==> config.mk <==
export PLATFORM = sky130hd
export DESIGN_NAME = wall_detection_decoder
export DESIGN_NICKNAME = d
export VERILOG_FILES = /design/src/rtl/wall_detection_pkg.sv /design/src/rtl/wall_detection_decoder_checker.sv /design/src/rtl/wall_detection_decoder.sv
export SDC_FILE = /design/constraint.sdc
export NUM_CORES = 1
export LEC_CHECK = 0
export CORE_AREA = 2 2 67 69
export CTS_CLUSTER_SIZE = 8
export DETAILED_ROUTE_END_ITERATION = 7
export DIE_AREA = 0 0 69 71
export MAX_ROUTING_LAYER = met4
export PLACE_DENSITY = 0.77
export SLEW_MARGIN = 10
export SYNTH_ARGS = -nofsm -noshare
export SYNTH_HDL_FRONTEND = slang
export SYNTH_SLANG_ARGS = --single-unit
export TNS_END_PERCENT = 50
==> constraint.sdc <==
create_clock -name clk -period 2.1 [get_ports clk]
set_input_delay 0.42 -clock clk [delete_from_list [all_inputs] [get_ports clk]]
set_output_delay 0.42 -clock clk [all_outputs]
set_load 0.03 [all_outputs]
==> src/rtl/wall_detection_pkg.sv <==
// Shared definitions for the wall-detect code word link.
// Field layout, safe obstacle value and decoder state encoding.
package wall_detection_pkg;

   localparam int OBST_W = 3;
   localparam int CODE_W = 8;

   localparam int PAR_HI   = 7;
   localparam int PAR_LO   = 6;
   localparam int COPY_MSB = 5;
   localparam int COPY_LSB = 3;
   localparam int DATA_MSB = 2;
   localparam int DATA_LSB = 0;

   localparam logic [OBST_W-1:0] OBST_SAFE = 3'b111;

   typedef enum logic [1:0] {
      LOST    = 2'd0,
      ACQUIRE = 2'd1,
      LOCKED  = 2'd2
   } wd_state_t;

endpackage

==> src/rtl/wall_detection_decoder_checker.sv <==
// Combinational validity check of one wall-detect code word.
// Reusable by any consumer of the same code.
module wall_code_checker
   import wall_detection_pkg::*;
(
   input  logic [CODE_W-1:0] code,
   output logic              good,
   output logic [OBST_W-1:0] data
);

   logic par_ok;
   logic copy_ok;
   logic par_val;

   always_comb begin
      data    = code[DATA_MSB:DATA_LSB];
      par_ok  = code[PAR_HI] == code[PAR_LO];
      copy_ok = code[COPY_MSB:COPY_LSB] == data;
      par_val = code[PAR_HI] == (^data);
      good    = par_ok && copy_ok && par_val;
   end

endmodule

==> src/rtl/wall_detection_decoder.sv <==
// Wall-detect link receiver: qualifies obstacle data over a run of
// identical good words and declares link loss after a silent period.
module wall_detection_decoder
   import wall_detection_pkg::*;
#(
   parameter int STABLE_COUNT   = 3,
   parameter int TIMEOUT_CYCLES = 1000000,
   parameter int ERR_CNT_W      = 8
) (
   input  logic                 clk,
   input  logic                 reset_n,
   input  logic [CODE_W-1:0]    code_in,
   input  logic                 code_valid,
   input  logic                 err_clr,
   output logic [OBST_W-1:0]    obst_out,
   output logic                 obst_valid,
   output logic                 obst_update,
   output logic                 err_pulse,
   output logic [ERR_CNT_W-1:0] err_count,
   output logic                 link_lost
);

   localparam int RUN_W = (STABLE_COUNT < 2) ? 1 : $clog2(STABLE_COUNT + 1);
   localparam int TW    = $clog2(TIMEOUT_CYCLES);

   localparam logic [RUN_W-1:0] RUN_MAX = RUN_W'(STABLE_COUNT);
   localparam logic [RUN_W-1:0] RUN_ONE = RUN_W'(1);
   localparam logic [TW-1:0]    T_LAST  = TW'(TIMEOUT_CYCLES - 1);

   wd_state_t            state, state_n;
   logic [RUN_W-1:0]     run_cnt, run_n;
   logic [OBST_W-1:0]    cand, cand_n;
   logic [OBST_W-1:0]    obst_n;
   logic [TW-1:0]        tcnt, tcnt_n;
   logic [ERR_CNT_W-1:0] err_n;
   logic                 upd_n;

   logic              good;
   logic [OBST_W-1:0] data;
   logic              gw, bad, match, qual;

   wall_code_checker u_chk (
      .code (code_in),
      .good (good),
      .data (data)
   );

   always_comb begin
      state_n = state;
      run_n   = run_cnt;
      cand_n  = cand;
      obst_n  = obst_out;
      tcnt_n  = tcnt;
      err_n   = err_count;
      upd_n   = 1'b0;
      gw      = code_valid && good;
      bad     = code_valid && !good;
      match   = (data == cand) && (run_cnt != '0);
      qual    = 1'b0;

      if (err_clr)
         err_n = '0;
      else if (bad && (err_count != '1))
         err_n = err_count + 1'b1;

      if (gw) begin
         tcnt_n = '0;
         if (match) begin
            if (run_cnt != RUN_MAX)
               run_n = run_cnt + 1'b1;
            qual = run_cnt == (RUN_MAX - 1'b1);
         end else begin
            cand_n = data;
            run_n  = RUN_ONE;
            qual   = (STABLE_COUNT == 1);
         end
         if (qual) begin
            state_n = LOCKED;
            if ((state != LOCKED) || (data != obst_out)) begin
               obst_n = data;
               upd_n  = 1'b1;
            end
         end else if (state == LOST) begin
            state_n = ACQUIRE;
         end
      end else begin
         if (bad)
            run_n = '0;
         // Counter parks at its last value; only a live link can time out.
         if (tcnt == T_LAST) begin
            if (state != LOST) begin
               state_n = LOST;
               obst_n  = OBST_SAFE;
               run_n   = '0;
            end
         end else begin
            tcnt_n = tcnt + 1'b1;
         end
      end
   end

   always_ff @(posedge clk or negedge reset_n) begin
      if (!reset_n) begin
         state       <= LOST;
         run_cnt     <= '0;
         cand        <= '0;
         tcnt        <= '0;
         obst_out    <= OBST_SAFE;
         obst_valid  <= 1'b0;
         obst_update <= 1'b0;
         err_pulse   <= 1'b0;
         err_count   <= '0;
         link_lost   <= 1'b1;
      end else begin
         state       <= state_n;
         run_cnt     <= run_n;
         cand        <= cand_n;
         tcnt        <= tcnt_n;
         obst_out    <= obst_n;
         obst_valid  <= state_n == LOCKED;
         obst_update <= upd_n;
         err_pulse   <= bad;
         err_count   <= err_n;
         link_lost   <= state_n == LOST;
      end
   end

endmodule
; ---- After elaboration in Yosys (flattened, before gate mapping)
; Index checks and enable logic that the tools add are counted.
; Widths: inputs -> output; s select.
[op_classes]
bitwise = 1
n_mux = 25
n_addsub = 3
n_eq_ne = 15
n_reduce_logical = 18
[ops]
columns = operator, count
row1 = $mux 20, 2
row2 = $mux 2, 11
row3 = $add 20x1->20 const B, 1
row4 = $eq 20x20->1 const B, 1
row5 = $mux 8, 2
row6 = $mux 3, 5
row7 = $reduce_bool 2->1, 5
row8 = $add 8x1->8 const B, 1
row9 = $ne 8x8->1 const B, 1
row10 = $eq 3x3->1, 2
row11 = $logic_and 1x1->1, 6
row12 = $ne 2x2->1 const B, 3
row13 = $mux 1, 5
row14 = $eq 2x2->1 const B, 2
row15 = $logic_not 2->1, 2
row16 = $ne 2x1->1 const B, 2
row17 = $reduce_and 4->1, 1
row18 = $ne 3x2->1 const B, 1
row19 = $ne 3x3->1, 1
row20 = $reduce_xor 3->1, 1
row21 = $add 2x1->2 const B, 1
row22 = $eq 1x1->1, 2
row23 = $reduce_and 2->1, 1
row24 = $logic_not 1->1, 1
row25 = other kinds (2), 2
[word_totals]
out_inout_bits = 15
input_bits = 12
elab_cells = 72
ff_bits = 42

; ---- Logic depth before layout (Yosys ltp)
[logic_depth]
ltp_word = 9
mapped_depth = 8
mapped_depth_nobuf = 6

; ---- Cells and area by module
; Synthesis repeated with hierarchy kept, for this count alone.
[unflattened]
hier_cells = 222
hier_area_um2 = 2265.9
[by_module_without_submodules]
columns = mod, seq_area_each_um2, instances, area_each_um2, cells_each
row1 = wall_detection_decoder, 1056.0, 1, 2162.1, 211
row2 = wall_code_checker, 0.0, 1, 103.8, 11

; ---- Worst setup path before layout
; OpenSTA, ideal clock, no wires.
[synth_timing]
kind = input to register
start = in code_in[0]
end = reg obst_out[2]
setup_ns = 0.060
n_path_buf = 2
path_slack_ns = 0.108
cell_stages = 7
required_ns = 2.040
arrival_time_ns = 1.932
path_cell_list = buf_4 -> xnor3_1 -> mux2i_1 -> and3_1 -> buf_6 -> mux2i_1 -> o22a_1
[synth_between]
elab_chain_len = 6
word_cells_on_any_way = 18
cone_classes = 6 x eq/ne / 3 x mux / 9 x reduce/logical
[synth_rtl]
columns = element, line
row1 = from (decl), wall_detection_decoder.sv:12  ; input logic [CODE_W-1:0] code_in,
row2 = "$eq 3x3->1, or another cell as far along", wall_detection_decoder.sv:58  ; match = (data == cand) && (run_cnt != '0);
row3 = "$logic_and 1x1->1, or another cell as far along", wall_detection_decoder.sv:58
row4 = $mux 1 / $logic_and 1x1->1 (equally long branches), "wall_detection_decoder.sv:68, wall_detection_decoder_checker.sv:20"
row5 = $mux 1 / $logic_and 1x1->1 (equally long branches), "wall_detection_decoder.sv:66, wall_detection_decoder.sv:56"
row6 = $ne 2x1->1 (no source line) / $reduce_bool 2->1 (equally long branches), n/a
row7 = $reduce_and 4->1 (no source line), n/a
row8 = to (signal assigned), wall_detection_decoder.sv:119  ; obst_out <= obst_n;
row9 = to (decl), wall_detection_decoder.sv:15  ; output logic [OBST_W-1:0] obst_out,
; Several ways; a longest one is shown, not always the timed one. The select of a mux whose other input is x is not followed.
; A chain may end at the register's enable or synchronous reset.

; ---- Worst setup path after layout
; Same ends and word-level chain as after synthesis.

==> results.tsv <==
metric	value	unit
CTS tree	yes	
IO Port Bufs	26	
critical path's slowest cell	clkdlybuf4s50_1	
Setup TNS	0	ns
f_max	0.5081	GHz
CP startpoint	code_in[0]	
H-tree Lvls	2	
first-pass detailed-route iteration total	4	
sequential-to-total area share from yosys stat	46.97	%
largest buffer count on any clock path	2	
Slew @ Worst Pin	0.5119	ns
Net Count, Synth	241	
Sw Ratio	31.94	%
initial core utilization	53.48	%
final core utilization	67.26	%
initial antenna violation count	0	
cell area power density	767.2	mW/mm^2
RR Endpoint	obst_out[2]$_DFFE_PN1P_	
post-synthesis mux area share	3.784	%
Vias	1756	
first-pass GRT wire length	7314	um
final hold vios	0	
leading area contributor after synthesis	dfrtp_1	
clk slew on worst S/H paths	0.08	ns
Sink Count	42	
Critical Path Max Stage Delay	0.42	ns
Clock Latency Late Sink	0.29	ns
CP max FO	7	
post-synthesis cell count	224	
total gr overflow	0	
# Post-CTS Setup Buffers	0	
YS warnings	0	
max cap viols	0	
Clock Skews	0.002884	ns
Routed Antenna Nets	0	
overall die area	0.004899	mm^2
internal power	1.477	mW
R2R setup slack	0.18	ns
Leakage	1.232	nW
max-slew violation count	0	
final worst path period share	93.72	%
Antenna Cells	0	
top-count cell post-synth	dfrtp_1	
cts bufs inserted	5	
Worst setup EP type	register	
Synth Area per Inst	10.04	um^2
critical path type	input pin to register	
synthesis-stage register bit count	42	
async set or reset register ratio after synthesis	100.0	%
clock root buffer	clkbuf_8	
largest net degree at the start of global routing	23	
num rows	24	
XOR/XNOR Fraction of Synth Area	11.91	%
Synth Area in Simple Gates	20.76	%
RSZ-0062 raised after global routing	false	
status	finished clean	
Post-Route WL	4329	um
largest family of logic cells by synthesized area	simple AND/OR/NAND/NOR gates	
drt wl/cell	13.44	um
# nets final	286	
power share of the clock group	25.4	%
hold crit path type	input pin to asynchronous set/reset pin	
area share of the largest cell type after synthesis	42.29	%
Gate power share	21.2	%
routability congestion estimate	0.8093	
DR vias/cell	5.453	
fillers	340	
Synth Area in Compound Gates	9.516	%
CP cell instances	clkdlybuf4s50_1 > buf_4 > xor2_1 > nor3_2 > and3_1 > buf_6 > mux2i_4 > o22a_1	
Reg2Reg Launch Point	tcnt[0]$_DFFE_PN0P_	
Seq pwr share	53.4	%
Final Setup Violations	0	
Setup crit end	obst_out[2]$_DFFE_PN1P_	
VDD IR-drop max	0.3871	mV
Reg2Reg Depth	6	
shortest period the worst path allows	1.968	ns
IO Pins	27	
CP required	2.34	ns
initial DRC count	58	
crit path DAT	2.21	ns
commonest cells in the netlist	dfrtp_1, nor2_1, xor2_1, nand2_1, nand3_1	
Distinct cells, synth	45	
top cells by area, synth	dfrtp_1, xor2_1, nor2_1, dfstp_2, ha_1	
chip height	71	um
Worst slew margin	65.87	%
Synth Cell Area	0.002248	mm^2
drt drc	0	
Horiz. Die Dim	69	um
Layout area overhead	25.77	%
switching pwr	0.6931	mW
worst hold margin	0.08646	ns
Primary FF master, synth	dfrtp_1	
vias in the first global route	1679	
CP Launch Type	input pin	
Synth Area in Adders	2.782	%
number of synthesized flops with an enable pin	0	
placed wire-length estimate	3099	um
Tot GR Track Use	19.07	%
layout cells sized above 1	18.52	%
core area	0.004204	mm^2
## final cells by class
cell class / count / area (um^2) / share of cell area, %
multi-input cells: 165 / 1121 / 39.65
flip-flops and latches: 42 / 1056 / 37.35
repair buffers: 47 / 460.4 / 16.28
clock buffers: 6 / 82.58 / 2.920
well taps: 52 / 65.06 / 2.301
inverters: 8 / 30.03 / 1.062
clock inverters: 2 / 12.51 / 0.4425
## logic make-up after synthesis
group	count (synthesis)
buf+inv	17
fa+ha+maj	5
simple gates	91
mux	8
xor+xnor	29
compound gates	32
flops	42
## flip-flops by register name, summed over array words and instances (netlist names)
register / flops
cand: 3
err_count: 8
err_pulse: 1
link_lost: 1
obst_out: 3
obst_update: 1
obst_valid: 1
run_cnt: 2
state: 2
tcnt: 20
## layer usage
layer | track usage (%) | vias up | wire length, um
li1 | - | 876 | -
met1 | 22.65 | 857 | 2029
met2 | 32.37 | 19 | 2147
met3 | 2.991 | 4 | 116
met4 | 8.061 | 0 | 34
met5 | - | - | 0
## worst max-delay path, delay by kind of cell
family | cells | cell delay (ns)
buffers and inverters | 3 | 0.74
and+or+nand+nor | 2 | 0.43
muxes | 1 | 0.27
AOI/OAI and AO/OA | 1 | 0.17
xor gates and xnor gates | 1 | 0.17
## how the worst min path moves through the flow
stage,end,depth (start not counted)
floorplan,cand[0]$_DFFE_PN0P_,0
global placement,obst_update$_DFF_PN0_,1
detailed placement,obst_update$_DFF_PN0_,1
CTS,tcnt[0]$_DFFE_PN0P_,1
global route,tcnt[0]$_DFFE_PN0P_,1
finish,obst_update$_DFF_PN0_,1
## per-stage QoR
stage	power, mW	instances	setup WS [ns]	area, um^2
floorplan	1.452	224	0.1078	2248
global placement	1.601	313	-0.2650	2690
detailed placement	1.626	313	-0.3498	2690
CTS	2.178	321	0.01196	2801
global route	2.300	322	0.02211	2828
finish	2.170	322	0.1319	2828
## power by group through the flow
stage / clock [mW] / sequential [mW] / combinational [mW]
after floorplan: 0 / 1.16 / 0.292
after global placement: 0 / 1.16 / 0.442
after detailed placement: 0 / 1.17 / 0.458
after CTS: 0.562 / 1.15 / 0.462
after global routing: 0.597 / 1.18 / 0.524
final: 0.551 / 1.16 / 0.460
## timing repair
item | in CTS | in global routing
pin swaps | 0 | 3
resized for setup | 3 | 7
setup endpoints to repair | 3 | 30
hold buffers | 0 | 0
hold endpoints to repair | 0 | 0
gates cloned | 0 | 1
## cells in the final DEF, fill, tap and decap left out, types with 5 or more instances in the layout
| cell type | netlist | layout |
|---|---|---|
| a21oi_1 | 8 | 7 |
| buf_4 | 3 | 15 |
| o21ai_0 | 5 | 5 |
| clkdlybuf4s50_1 | 0 | 23 |
| nand4_1 | 8 | 8 |
| inv_1 | 8 | 8 |
| nand2_1 | 13 | 13 |
| clkbuf_8 | 0 | 6 |
| nand3_1 | 9 | 9 |
| ha_1 | 5 | 5 |
| xnor2_1 | 7 | 7 |
| dfrtp_1 | 38 | 38 |
| nor2_1 | 32 | 32 |
| and3_1 | 5 | 5 |
| xor2_1 | 21 | 21 |
Power figures use the tool's default switching activity.
